File: config.mk
export PLATFORM = sky130hd
export DESIGN_NAME = load_store_unit_flat
export DESIGN_NICKNAME = d
export VERILOG_FILES = /design/src/rtl/load_store_unit_pkg.sv /design/src/rtl/load_store_unit_if.sv /design/src/rtl/load_store_unit_load_extend.sv /design/src/rtl/load_store_unit.sv /design/src/flat_wrapper.sv
export SDC_FILE = /design/constraint.sdc
export NUM_CORES = 1
export LEC_CHECK = 0
export BUFFER_PORTS_ARGS = -buffer_cell sky130_fd_sc_hd__clkbuf_2
export CORE_ASPECT_RATIO = 1.5
export CORE_MARGIN = 4
export CORE_UTILIZATION = 50
export CTS_BUF_LIST = sky130_fd_sc_hd__clkbuf_16
export DETAILED_ROUTE_END_ITERATION = 12
export PLACE_DENSITY = 0.82
export REMOVE_ABC_BUFFERS = 1
export SLEW_MARGIN = 25
export SYNTH_ARGS = -nofsm -noshare
export SYNTH_HDL_FRONTEND = slang
export SYNTH_SLANG_ARGS = --single-unit
File: constraint.sdc
create_clock -name clk -period 6.5 [get_ports clk]
set_input_delay 0.65 -clock clk [delete_from_list [all_inputs] [get_ports clk]]
set_output_delay 0.65 -clock clk [all_outputs]
set_load 0.02 [all_outputs]
File: src/rtl/load_store_unit_pkg.sv
// ----------------------------------------------------------------------------
// lsu_pkg
// Shared definitions for the load/store unit: RISC-V funct3 size codes, the
// FSM state encoding, the default data-memory size and a helper that maps
// funct3 to an access size in bytes.
// ----------------------------------------------------------------------------
package lsu_pkg;

  localparam int unsigned DEFAULT_ADDR_LIMIT = 8192;

  localparam logic [2:0] F3_B  = 3'b000;
  localparam logic [2:0] F3_H  = 3'b001;
  localparam logic [2:0] F3_W  = 3'b010;
  localparam logic [2:0] F3_BU = 3'b100;
  localparam logic [2:0] F3_HU = 3'b101;

  typedef enum logic {
    IDLE     = 1'b0,
    STORE_HI = 1'b1
  } state_t;

  // Access size in bytes; 0 marks an encoding that is never legal.
  function automatic logic [2:0] access_size(input logic [2:0] funct3);
    case (funct3)
      F3_B, F3_BU: access_size = 3'd1;
      F3_H, F3_HU: access_size = 3'd2;
      F3_W:        access_size = 3'd4;
      default:     access_size = 3'd0;
    endcase
  endfunction

endpackage

File: src/rtl/load_store_unit_if.sv
// ----------------------------------------------------------------------------
// load_store_unit_if
// Bundles the pipeline request/response handshake and the data-memory bus.
//   slave  : the load/store unit (takes requests, drives the memory)
//   master : the pipeline plus data memory around it
// Optional macro ALIGN_CHECK_EN adds the misaligned response flag.
// ----------------------------------------------------------------------------
interface load_store_unit_if #(
  parameter int XLEN = 32
);
  logic            reqValid;
  logic            reqReady;
  logic            reqWrite;
  logic [2:0]      funct3;
  logic [XLEN-1:0] reqAddress;
  logic [XLEN-1:0] reqWriteData;
  logic            respValid;
  logic [XLEN-1:0] loadData;
  logic            fault;
  logic [XLEN-1:0] memAddress;
  logic [XLEN-1:0] memWriteData;
  logic            memWrite;
  logic            sb;
  logic [XLEN-1:0] memReadData;
`ifdef ALIGN_CHECK_EN
  logic            misaligned;
`endif

  modport slave (
    input  reqValid, reqWrite, funct3, reqAddress, reqWriteData, memReadData,
    output reqReady, respValid, loadData, fault,
    output memAddress, memWriteData, memWrite, sb
`ifdef ALIGN_CHECK_EN
    , output misaligned
`endif
  );

  modport master (
    output reqValid, reqWrite, funct3, reqAddress, reqWriteData, memReadData,
    input  reqReady, respValid, loadData, fault,
    input  memAddress, memWriteData, memWrite, sb
`ifdef ALIGN_CHECK_EN
    , input misaligned
`endif
  );
endinterface

File: src/rtl/load_store_unit_load_extend.sv
// ----------------------------------------------------------------------------
// load_extend
// Combinational load extender: selects byte/halfword/word from the memory
// read data and sign- or zero-extends it according to funct3.
//   funct3    : load size/sign code
//   read_data : 4 little-endian bytes read at the access address
//   load_data : extended result (0 for non-load encodings)
// ----------------------------------------------------------------------------
module load_extend
  import lsu_pkg::*;
#(
  parameter int XLEN = 32
) (
  input  logic [2:0]      funct3,
  input  logic [XLEN-1:0] read_data,
  output logic [XLEN-1:0] load_data
);

  always_comb begin
    // NOTE: every always_comb output gets a default first so no path can infer a latch.
    load_data = '0;
    case (funct3)
      F3_B:  load_data = {{(XLEN-8){read_data[7]}}, read_data[7:0]};
      F3_BU: load_data = {{(XLEN-8){1'b0}}, read_data[7:0]};
      F3_H:  load_data = {{(XLEN-16){read_data[15]}}, read_data[15:0]};
      F3_HU: load_data = {{(XLEN-16){1'b0}}, read_data[15:0]};
      F3_W:  load_data = read_data;
      default: load_data = '0;
    endcase
  end

endmodule

File: src/rtl/load_store_unit.sv
// ----------------------------------------------------------------------------
// load_store_unit
// Memory-access stage: accepts one load or store per request, drives the
// byte-addressed data memory and returns a registered one-cycle response.
// Halfword stores are issued as two byte writes (IDLE then STORE_HI).
//   clk   : rising-edge clock
//   reset : asynchronous active-high reset
//   bus   : request/response handshake and data-memory bus (slave side)
// Optional macro ALIGN_CHECK_EN: misaligned H/W accesses fault with
// bus.misaligned=1 instead of being issued to memory.
// ----------------------------------------------------------------------------
module load_store_unit
  import lsu_pkg::*;
#(
  parameter int unsigned ADDR_LIMIT = DEFAULT_ADDR_LIMIT,
  parameter int          XLEN       = 32
) (
  input  logic             clk,
  input  logic             reset,
  load_store_unit_if.slave bus
);

  state_t          state, state_nxt;
  logic            ready, accept;
  logic [2:0]      size;
  logic [XLEN:0]   last_byte;
  logic            illegal, out_of_range, misal, req_fault, is_sh;
  logic [XLEN-1:0] ext_data;
  logic [XLEN-1:0] hi_addr;
  logic [7:0]      hi_byte;
  logic            resp_q, fault_q;
  logic [XLEN-1:0] load_q;

  load_extend #(.XLEN(XLEN)) u_load_extend (
    .funct3    (bus.funct3),
    .read_data (bus.memReadData),
    .load_data (ext_data)
  );

  // Request legality; the range check is done one bit wider so an access
  // wrapping past the top of the address space still faults.
  always_comb begin
    size         = access_size(bus.funct3);
    illegal      = (size == 3'd0) || (bus.reqWrite && bus.funct3[2]);
    last_byte    = {1'b0, bus.reqAddress} + (XLEN+1)'(size) - (XLEN+1)'(1);
    out_of_range = last_byte >= (XLEN+1)'(ADDR_LIMIT);
`ifdef ALIGN_CHECK_EN
    misal = ((size == 3'd2) && bus.reqAddress[0]) ||
            ((size == 3'd4) && (bus.reqAddress[1:0] != 2'b00));
`else
    misal = 1'b0;
`endif
    req_fault = illegal || out_of_range || misal;
    is_sh     = bus.reqWrite && (bus.funct3 == F3_H);
  end

  always_ff @(posedge clk or posedge reset) begin
    if (reset) state <= IDLE;
    else       state <= state_nxt;
  end

  // Next state and memory-side outputs. Reset also blocks acceptance so the
  // memory bus is quiet for the whole time reset is held.
  always_comb begin
    state_nxt        = state;
    ready            = (state == IDLE) && !reset;
    accept           = bus.reqValid && ready;
    bus.memAddress   = '0;
    bus.memWriteData = '0;
    bus.memWrite     = 1'b0;
    bus.sb           = 1'b0;
    case (state)
      IDLE: begin
        if (accept) begin
          bus.memAddress   = bus.reqAddress;
          bus.memWriteData = bus.reqWriteData;
          if (bus.reqWrite && !req_fault) begin
            bus.memWrite = 1'b1;
            bus.sb       = (size != 3'd4);
            if (is_sh) state_nxt = STORE_HI;
          end
        end
      end
      STORE_HI: begin
        bus.memAddress   = hi_addr;
        bus.memWriteData = {{(XLEN-8){1'b0}}, hi_byte};
        bus.memWrite     = 1'b1;
        bus.sb           = 1'b1;
        state_nxt        = IDLE;
      end
      default: state_nxt = IDLE;
    endcase
  end

  // Response registers; loadData and fault hold between responses.
  always_ff @(posedge clk or posedge reset) begin
    if (reset) begin
      resp_q  <= 1'b0;
      fault_q <= 1'b0;
      load_q  <= '0;
      hi_addr <= '0;
      hi_byte <= '0;
    end else begin
      // NOTE: sequential state uses non-blocking assignments so every register samples pre-edge values.
      resp_q <= 1'b0;
      if (state == STORE_HI) begin
        resp_q  <= 1'b1;
        fault_q <= 1'b0;
      end else if (accept) begin
        if (req_fault) begin
          resp_q  <= 1'b1;
          fault_q <= 1'b1;
          load_q  <= '0;
        end else if (is_sh) begin
          hi_addr <= bus.reqAddress + XLEN'(1);
          hi_byte <= bus.reqWriteData[15:8];
        end else begin
          resp_q  <= 1'b1;
          fault_q <= 1'b0;
          if (!bus.reqWrite) load_q <= ext_data;
        end
      end
    end
  end

`ifdef ALIGN_CHECK_EN
  logic mis_q;

  always_ff @(posedge clk or posedge reset) begin
    if (reset)                  mis_q <= 1'b0;
    else if (state == STORE_HI) mis_q <= 1'b0;
    else if (accept)            mis_q <= misal;
  end

  assign bus.misaligned = mis_q;
`endif

  assign bus.reqReady  = ready;
  assign bus.respValid = resp_q;
  assign bus.fault     = fault_q;
  assign bus.loadData  = load_q;

endmodule

File: src/flat_wrapper.sv
// flat-port wrapper written by rule: the top's interface ports become plain ports
module load_store_unit_flat import lsu_pkg::*;
#(
  parameter int unsigned ADDR_LIMIT = DEFAULT_ADDR_LIMIT,
  parameter int          XLEN       = 32
)
  (clk, reset, bus_reqValid, bus_reqWrite, bus_funct3, bus_reqAddress, bus_reqWriteData, bus_memReadData, bus_reqReady, bus_respValid, bus_loadData, bus_fault, bus_memAddress, bus_memWriteData, bus_memWrite, bus_sb);
  load_store_unit_if #(.XLEN(XLEN)) bus_i ();
  input  logic clk;
  input  logic reset;
  input wire logic [$bits(bus_i.reqValid)-1:0] bus_reqValid;
  input wire logic [$bits(bus_i.reqWrite)-1:0] bus_reqWrite;
  input wire logic [$bits(bus_i.funct3)-1:0] bus_funct3;
  input wire logic [$bits(bus_i.reqAddress)-1:0] bus_reqAddress;
  input wire logic [$bits(bus_i.reqWriteData)-1:0] bus_reqWriteData;
  input wire logic [$bits(bus_i.memReadData)-1:0] bus_memReadData;
  output wire logic [$bits(bus_i.reqReady)-1:0] bus_reqReady;
  output wire logic [$bits(bus_i.respValid)-1:0] bus_respValid;
  output wire logic [$bits(bus_i.loadData)-1:0] bus_loadData;
  output wire logic [$bits(bus_i.fault)-1:0] bus_fault;
  output wire logic [$bits(bus_i.memAddress)-1:0] bus_memAddress;
  output wire logic [$bits(bus_i.memWriteData)-1:0] bus_memWriteData;
  output wire logic [$bits(bus_i.memWrite)-1:0] bus_memWrite;
  output wire logic [$bits(bus_i.sb)-1:0] bus_sb;
  assign bus_i.reqValid = bus_reqValid;
  assign bus_i.reqWrite = bus_reqWrite;
  assign bus_i.funct3 = bus_funct3;
  assign bus_i.reqAddress = bus_reqAddress;
  assign bus_i.reqWriteData = bus_reqWriteData;
  assign bus_i.memReadData = bus_memReadData;
  assign bus_reqReady = bus_i.reqReady;
  assign bus_respValid = bus_i.respValid;
  assign bus_loadData = bus_i.loadData;
  assign bus_fault = bus_i.fault;
  assign bus_memAddress = bus_i.memAddress;
  assign bus_memWriteData = bus_i.memWriteData;
  assign bus_memWrite = bus_i.memWrite;
  assign bus_sb = bus_i.sb;
  load_store_unit #(.ADDR_LIMIT(ADDR_LIMIT), .XLEN(XLEN)) u_core (.clk(clk), .reset(reset), .bus(bus_i));
endmodule
* Word level (Yosys, flattened, before mapping)
Cells that the tools add are included.
** Word-level totals
- Output and inout bits :: 101
- Register bits after elaboration :: 75
- Logic and storage cells :: 64
- Input bits :: 103
** Cells by class
- Multiplexer cells :: 27
- Order comparisons :: 1
- Bitwise logic cells :: 2
- Reduce and logical (&&, ||, !) cells :: 17
- $add $sub $neg :: 3
- Eq/ne operators :: 8
** Operators by type and width (number)
- $mux W32 :: 5
- $pmux W32 S5 :: 1
- $pmux W32 S2 :: 2
- $add A32 B3 Y33 :: 1
- $ge A33 B14 Y1 const B :: 1
- $sub A33 B1 Y33 const B :: 1
- $add A32 B1 Y32 const B :: 1
- $mux W1 :: 15
- $pmux W3 S3 :: 1
- $reduce_and A4 Y1 :: 2
- $eq A3 B3 Y1 const B :: 2
- $logic_not A3 Y1 :: 2
- $pmux W1 S2 :: 3
- $logic_and A1 B1 Y1 :: 5
- $ne A2 B1 Y1 const B :: 2
- $reduce_or A2 Y1 :: 2
- $eq A3 B1 Y1 const B :: 1
- $eq A3 B2 Y1 const B :: 1
- $ne A3 B1 Y1 const B :: 1
- $ne A3 B3 Y1 const B :: 1
- $logic_not A1 Y1 :: 2
- $logic_or A1 B1 Y1 :: 2
- $not A1 Y1 :: 2
- $reduce_and A2 Y1 :: 1
- $reduce_bool A2 Y1 :: 1

* Longest topological paths before layout
- Depth after elaboration :: 12
- Gate-level depth with buffers :: 19
- Gate-level depth less buffers :: 16

* Cells and area by module
From an unflattened synthesis, not the netlist that was laid out.
** Second synthesis, totals
- Cell total of the unflattened synthesis :: 844
- Area total of the unflattened synthesis :: 7285.7 um2
** Modules (own cells, without submodules)
- load_store_unit :: area each 6703.9 um2, times used 1, sequential area each 1876.8 um2, cells an instance 773
- load_extend :: area each 581.8 um2, times used 1, sequential area each 0.0 um2, cells an instance 71

* Worst setup path after synthesis
OpenSTA, ideal clock, no wires.
- Path kind :: input to output
- Start point :: input bus_funct3[1]
- End point :: output bus_sb
- Stages on the path :: 17
- Slack :: 1.124 ns
- Path buffers :: 2
- Data arrival time :: 4.726 ns
- Required time :: 5.850 ns
- Cell sequence :: clkbuf_1 -> clkbuf_1 -> nand2b_1 -> ha_1 -> inv_1 -> ha_1 -> inv_1 -> fa_1 -> nand2b_1 -> a31oi_2 -> o2111ai_1 -> and2_1 -> o221a_2 -> a2111o_1 -> nor4_2 -> nand4b_1 -> o31ai_1
** On the way
- Cells in the longest elaborated chain, start to end :: 12
- Elaborated cells between the ends (all ways) :: 20
- Classes of those cells :: 2 x add/sub; 1 x order compare; 5 x eq/ne; 4 x mux; 8 x reduce/logical
** RTL lines
- start, declared :: line flat_wrapper.sv:13 : input wire logic [$bits(bus_i.funct3)-1:0] bus_funct3;
- $eq A3 B3 Y1 (tied with other cells) :: line load_store_unit_pkg.sv:24 : case (funct3)
- $reduce_or A2 Y1 :: line load_store_unit_pkg.sv:24
- $pmux W3 S3 (*) :: line load_store_unit_pkg.sv:24
- $add A32 B3 Y33 :: line load_store_unit.sv:45 : last_byte = {1'b0, bus.reqAddress} + (XLEN+1)'(size) - (XLEN+1)'(1);
- $sub A33 B1 Y33 :: line load_store_unit.sv:45
- $ge A33 B14 Y1 :: line load_store_unit.sv:46 : out_of_range = last_byte >= (XLEN+1)'(ADDR_LIMIT);
- $logic_or A1 B1 Y1 :: line load_store_unit.sv:53 : req_fault = illegal || out_of_range || misal;
- $logic_not A1 Y1 :: line load_store_unit.sv:77 : if (bus.reqWrite && !req_fault) begin
- $logic_and A1 B1 Y1 :: line load_store_unit.sv:77
- $mux W1 (*) :: line load_store_unit.sv:77
- $mux W1 (*) :: line load_store_unit.sv:74 : if (accept) begin
- $pmux W1 S2 (*) :: line load_store_unit.sv:72 : case (state)
- end, declared :: line flat_wrapper.sv:24 : output wire logic [$bits(bus_i.sb)-1:0] bus_sb;
Mark *: on every way between the ends. The rest lies on a longest branch, timed or not.

* Final worst setup path
Same ends and word-level chain as after synthesis.

==> flow_summary_export.csv <==
group,metric,value,unit
run_status,status,"complete, no violations",
synthesis,synthAdderAreaFrac,0.1133,
grt,grt_usage,0.2720,
critical_path,worstPathRequired,5.85,ns
worst_hold_path,hold_path_class,"primary input to async pin",
placement,dp_slack,0.6600,ns
timing,fin_crit_sh,0.9078,
timing,setup_slack,0.5991,ns
power_and_ir_drop,power_leakage,0.004233,uW
synthesis,synth_top_family_by_area,"compound AO/OA/AOI/OAI gates",
synthesis,synth.mux.area_fraction,0.08926,
timing,worstMarginPinSlew,0.8355,ns
timing,clock.fmax,169.5,MHz
detailed_routing,first_iter_violations,683,
synthesis,synthCells,826,
critical_path,r2r-start,"u_core.state$_DFF_PP0_",
clock_tree,clk_pin_slew,0.07,ns
floorplanning,die_w,104.8,um
placement,postPlaceCellArea,8113,um^2
critical_path,reg2reg_depth,9,
synthesis,syn_avg_cell_area,8.502,um^2
clock_tree,clk_path_buf_depth,2,
clock_tree,postCtsResizedCells,0,
critical_path,slowest_delay,0.52,ns
synthesis,synth_xor_area_frac,0.05612,
clock_tree,clock_sinks,75,
floorplanning,row_count,52,
critical_path,path_class,"primary input to output pin",
critical_path,crit_buf_inv,4,
finish,final_area,8408,um^2
finish,diodes,0,
critical_path,critPathLaunchType,"primary input",
finish,drive_gt1_frac,0.2912,
synthesis,yosys_warnings,0,
synthesis,synth_seq_cells,75,
critical_path,cp.depth,17,
synthesis,synthSimpleGateAreaFrac,0.2043,
detailed_routing,wl_met3,1.518,mm
clock_tree,hold_buffers,0,
synthesis,yosysMostFrequentCell,"nand2_1",
grt,grt_pass1_vias,7166,
clock_tree,htree_levels,3,
clock_tree,clock_latency,0.35,ns
synthesis,seq_area_frac_synth,0.2672,
timing,rsz0062_at_grt,"false",
critical_path,cpMaxStageDelayCell,"o31ai_1",
detailed_routing,num_vias,7145,
power_and_ir_drop,power_density,176.3,nW/um^2
timing,fin_tns_setup,0,ns
critical_path,cp_cell_sequence,"clkbuf_2 -> or2_2 -> ha_1 -> inv_1 -> ha_1 -> inv_1 -> fa_1 -> nand2b_1 -> a31oi_2 -> o2111ai_1 -> and2_1 -> o221a_2 -> a2111o_1 -> nor4_2 -> nand4b_1 -> o31ai_1 -> clkbuf_2",
detailed_routing,avgViaCountPerCell,6.081,
floorplanning,start_util,0.5140,
grt,grt_overflow,0,
finish,layoutNonFillerInstCount,1175,
synthesis,synth.area.top_cells,"dfrtp_1, ha_1, mux2_4",
power_and_ir_drop,ir_drop,107.8,uV
detailed_routing,routed_wl,22.12,mm
clock_tree,cts_made_buffers,9,
timing,slew_headroom,0.4418,
critical_path,endpoint_kind,"output pin",
timing,setup_viol,0,
detailed_routing,wl_per_cell,18.83,um
floorplanning,die_h,153.2,um
detailed_routing,drc,0,
detailed_routing,wl_met1,7.863,mm
synthesis,synth_compound_area_frac,0.2109,
critical_path,worstSetupStartpoint,"bus_funct3[1]",
timing,finalMaxSlewViolations,0,
synthesis,yosysTopAreaCell,"dfrtp_1",
timing,period_needed,5.901,ns
detailed_routing,final_antenna_net_count,0,
critical_path,arrival,5.25,ns
detailed_routing,drt_first_pass_iters,6,
clock_tree,cts_tree,"built",
detailed_routing,wl_met2,11.82,mm
job,max_cap_viol_count,0,
grt,grt_first_pass_wirelength,35.66,mm
clock_tree,postCtsSetupBuffers,0,
grt,antenna_found_initial,0,
timing,timing_hold_violations_final,0,
synthesis,synth.top_cell.area_share,0.2672,
critical_path,critPathTopFamily,"compound AO/OA/AOI/OAI gates",
placement,dp_cells,1159,
detailed_routing,top_layer_used,"met4",
synthesis,synthTopCellsByCount,"nand2_1, dfrtp_1, ha_1",
finish,syn_to_final_growth,19.72,%
placement,port-buffer-count,203,
floorplanning,top_level_ports,204,
synthesis,ys_async_sr_fraction,1.000,
grt,grt_max_degree,55,
floorplanning,coreArea,13660,um^2
finish,num-nets-final,1174,
placement,gp_congestion,0.9527,
synthesis,yosysUniqueCellTypes,75,
timing,finClkSkew,0.007101,ns
critical_path,cp_max_fo,22,
synthesis,syn-cell-area,7023,um^2
floorplanning,dieArea,16040,um^2
clock_tree,root_buffer,"clkbuf_16",
placement,post-dp-hpwl,17.26,mm
synthesis,synth-edff-count,0,
synthesis,ys_dominant_reg_cell,"dfrtp_1",
power breakdown:
| part | internal, uW | leakage (uW) | switching (uW) |
|---|---|---|---|
| clock network | 269 | 0.000141 | 233 |
| registers | 483 | 0.00102 | 10.0 |
| logic | 177 | 0.00307 | 310 |
kinds of logic after synthesis:
family | Yosys count
flops | 75
compound gates | 219
mux | 43
buf+inv | 97
simple gates | 284
xor+xnor | 45
fa+ha+maj | 63
registers in the layout, summed over array words and instances, names as in the netlist:
signal	cells
u_core.bus.loadData	32
u_core.hi_addr	32
u_core.hi_byte	8
u_core.bus.fault	1
u_core.bus.respValid	1
u_core.state	1
placed cells by master (no fill, tap or decap), types with 3 or more instances in the layout:
master / synthesis / routed
a2111oi_0: 3 / 3
a211oi_1: 11 / 11
a21o_1: 10 / 10
a21oi_1: 57 / 57
a22o_1: 17 / 17
a311oi_1: 3 / 3
a31oi_1: 4 / 4
and2_1: 7 / 7
and3_1: 32 / 32
and4_1: 3 / 3
buf_4: 2 / 10
clkbuf_16: 0 / 9
clkbuf_2: 0 / 203
dfrtp_1: 75 / 75
ha_1: 62 / 62
inv_1: 55 / 54
mux2_4: 39 / 39
mux2i_1: 3 / 3
nand2_1: 85 / 85
nand2b_1: 7 / 7
nand3_1: 15 / 15
nand4_1: 15 / 15
nand4b_1: 4 / 4
nor2_1: 59 / 58
nor3_1: 27 / 27
nor4_1: 6 / 6
o211ai_1: 6 / 6
o21a_1: 6 / 6
o21ai_0: 56 / 56
o21ai_1: 3 / 3
o22ai_1: 4 / 4
o31ai_1: 5 / 5
or2_2: 4 / 4
or3_1: 6 / 6
xnor2_1: 38 / 38
xor2_1: 7 / 7
worst paths after layout:
kind                                                       end  slack, ns
setup / recovery                                        bus_sb       0.60
hold / removal                   u_core.hi_byte[3]$_DFFE_PP0P_       0.31
setup reg to reg           u_core.bus.loadData[21]$_DFFE_PP0P_       3.56
hold reg to reg             u_core.bus.loadData[2]$_DFFE_PP0P_       0.51
max in group asynchronous       u_core.hi_addr[12]$_DFFE_PP0P_       5.10
min in group clk            u_core.bus.loadData[2]$_DFFE_PP0P_       0.51
final cells by class:
cell class | count | area (um^2)
clock buffer | 9 | 225.2
clock inverter | 7 | 70.07
timing repair buffer | 213 | 1091
sequential | 75 | 1877
fill | 1198 | 5255
inverter | 55 | 206.4
multi-input combinational | 654 | 4736
tap | 162 | 202.7
stage by stage:
step	power [uW]	util	hold WS (ns)
final	1482	0.6154	0.3123
after global routing	1552	0.6154	0.3705
after CTS	1481	0.6154	0.3284
after detailed placement	978.2	0.5938	0.4924
after global placement	970.7	0.5938	0.4895
after floorplan	815.8	-	0.4818
worst register-to-register path: cells and delay by family, from the launching register on:
family	cells	cell delay (ns)
AO/OA/AOI/OAI	2	0.26
buffers and inverters	3	0.81
flip-flops	1	0.38
AND/OR/NAND/NOR	4	1.37
per-layer routing:
layer,GRT usage,vias to the layer above
met5,0,-
met4,0.1245,0
met3,0.04726,80
met2,0.5127,385
met1,0.2907,3344
li1,-,3336
Power figures use the tool's default switching activity.
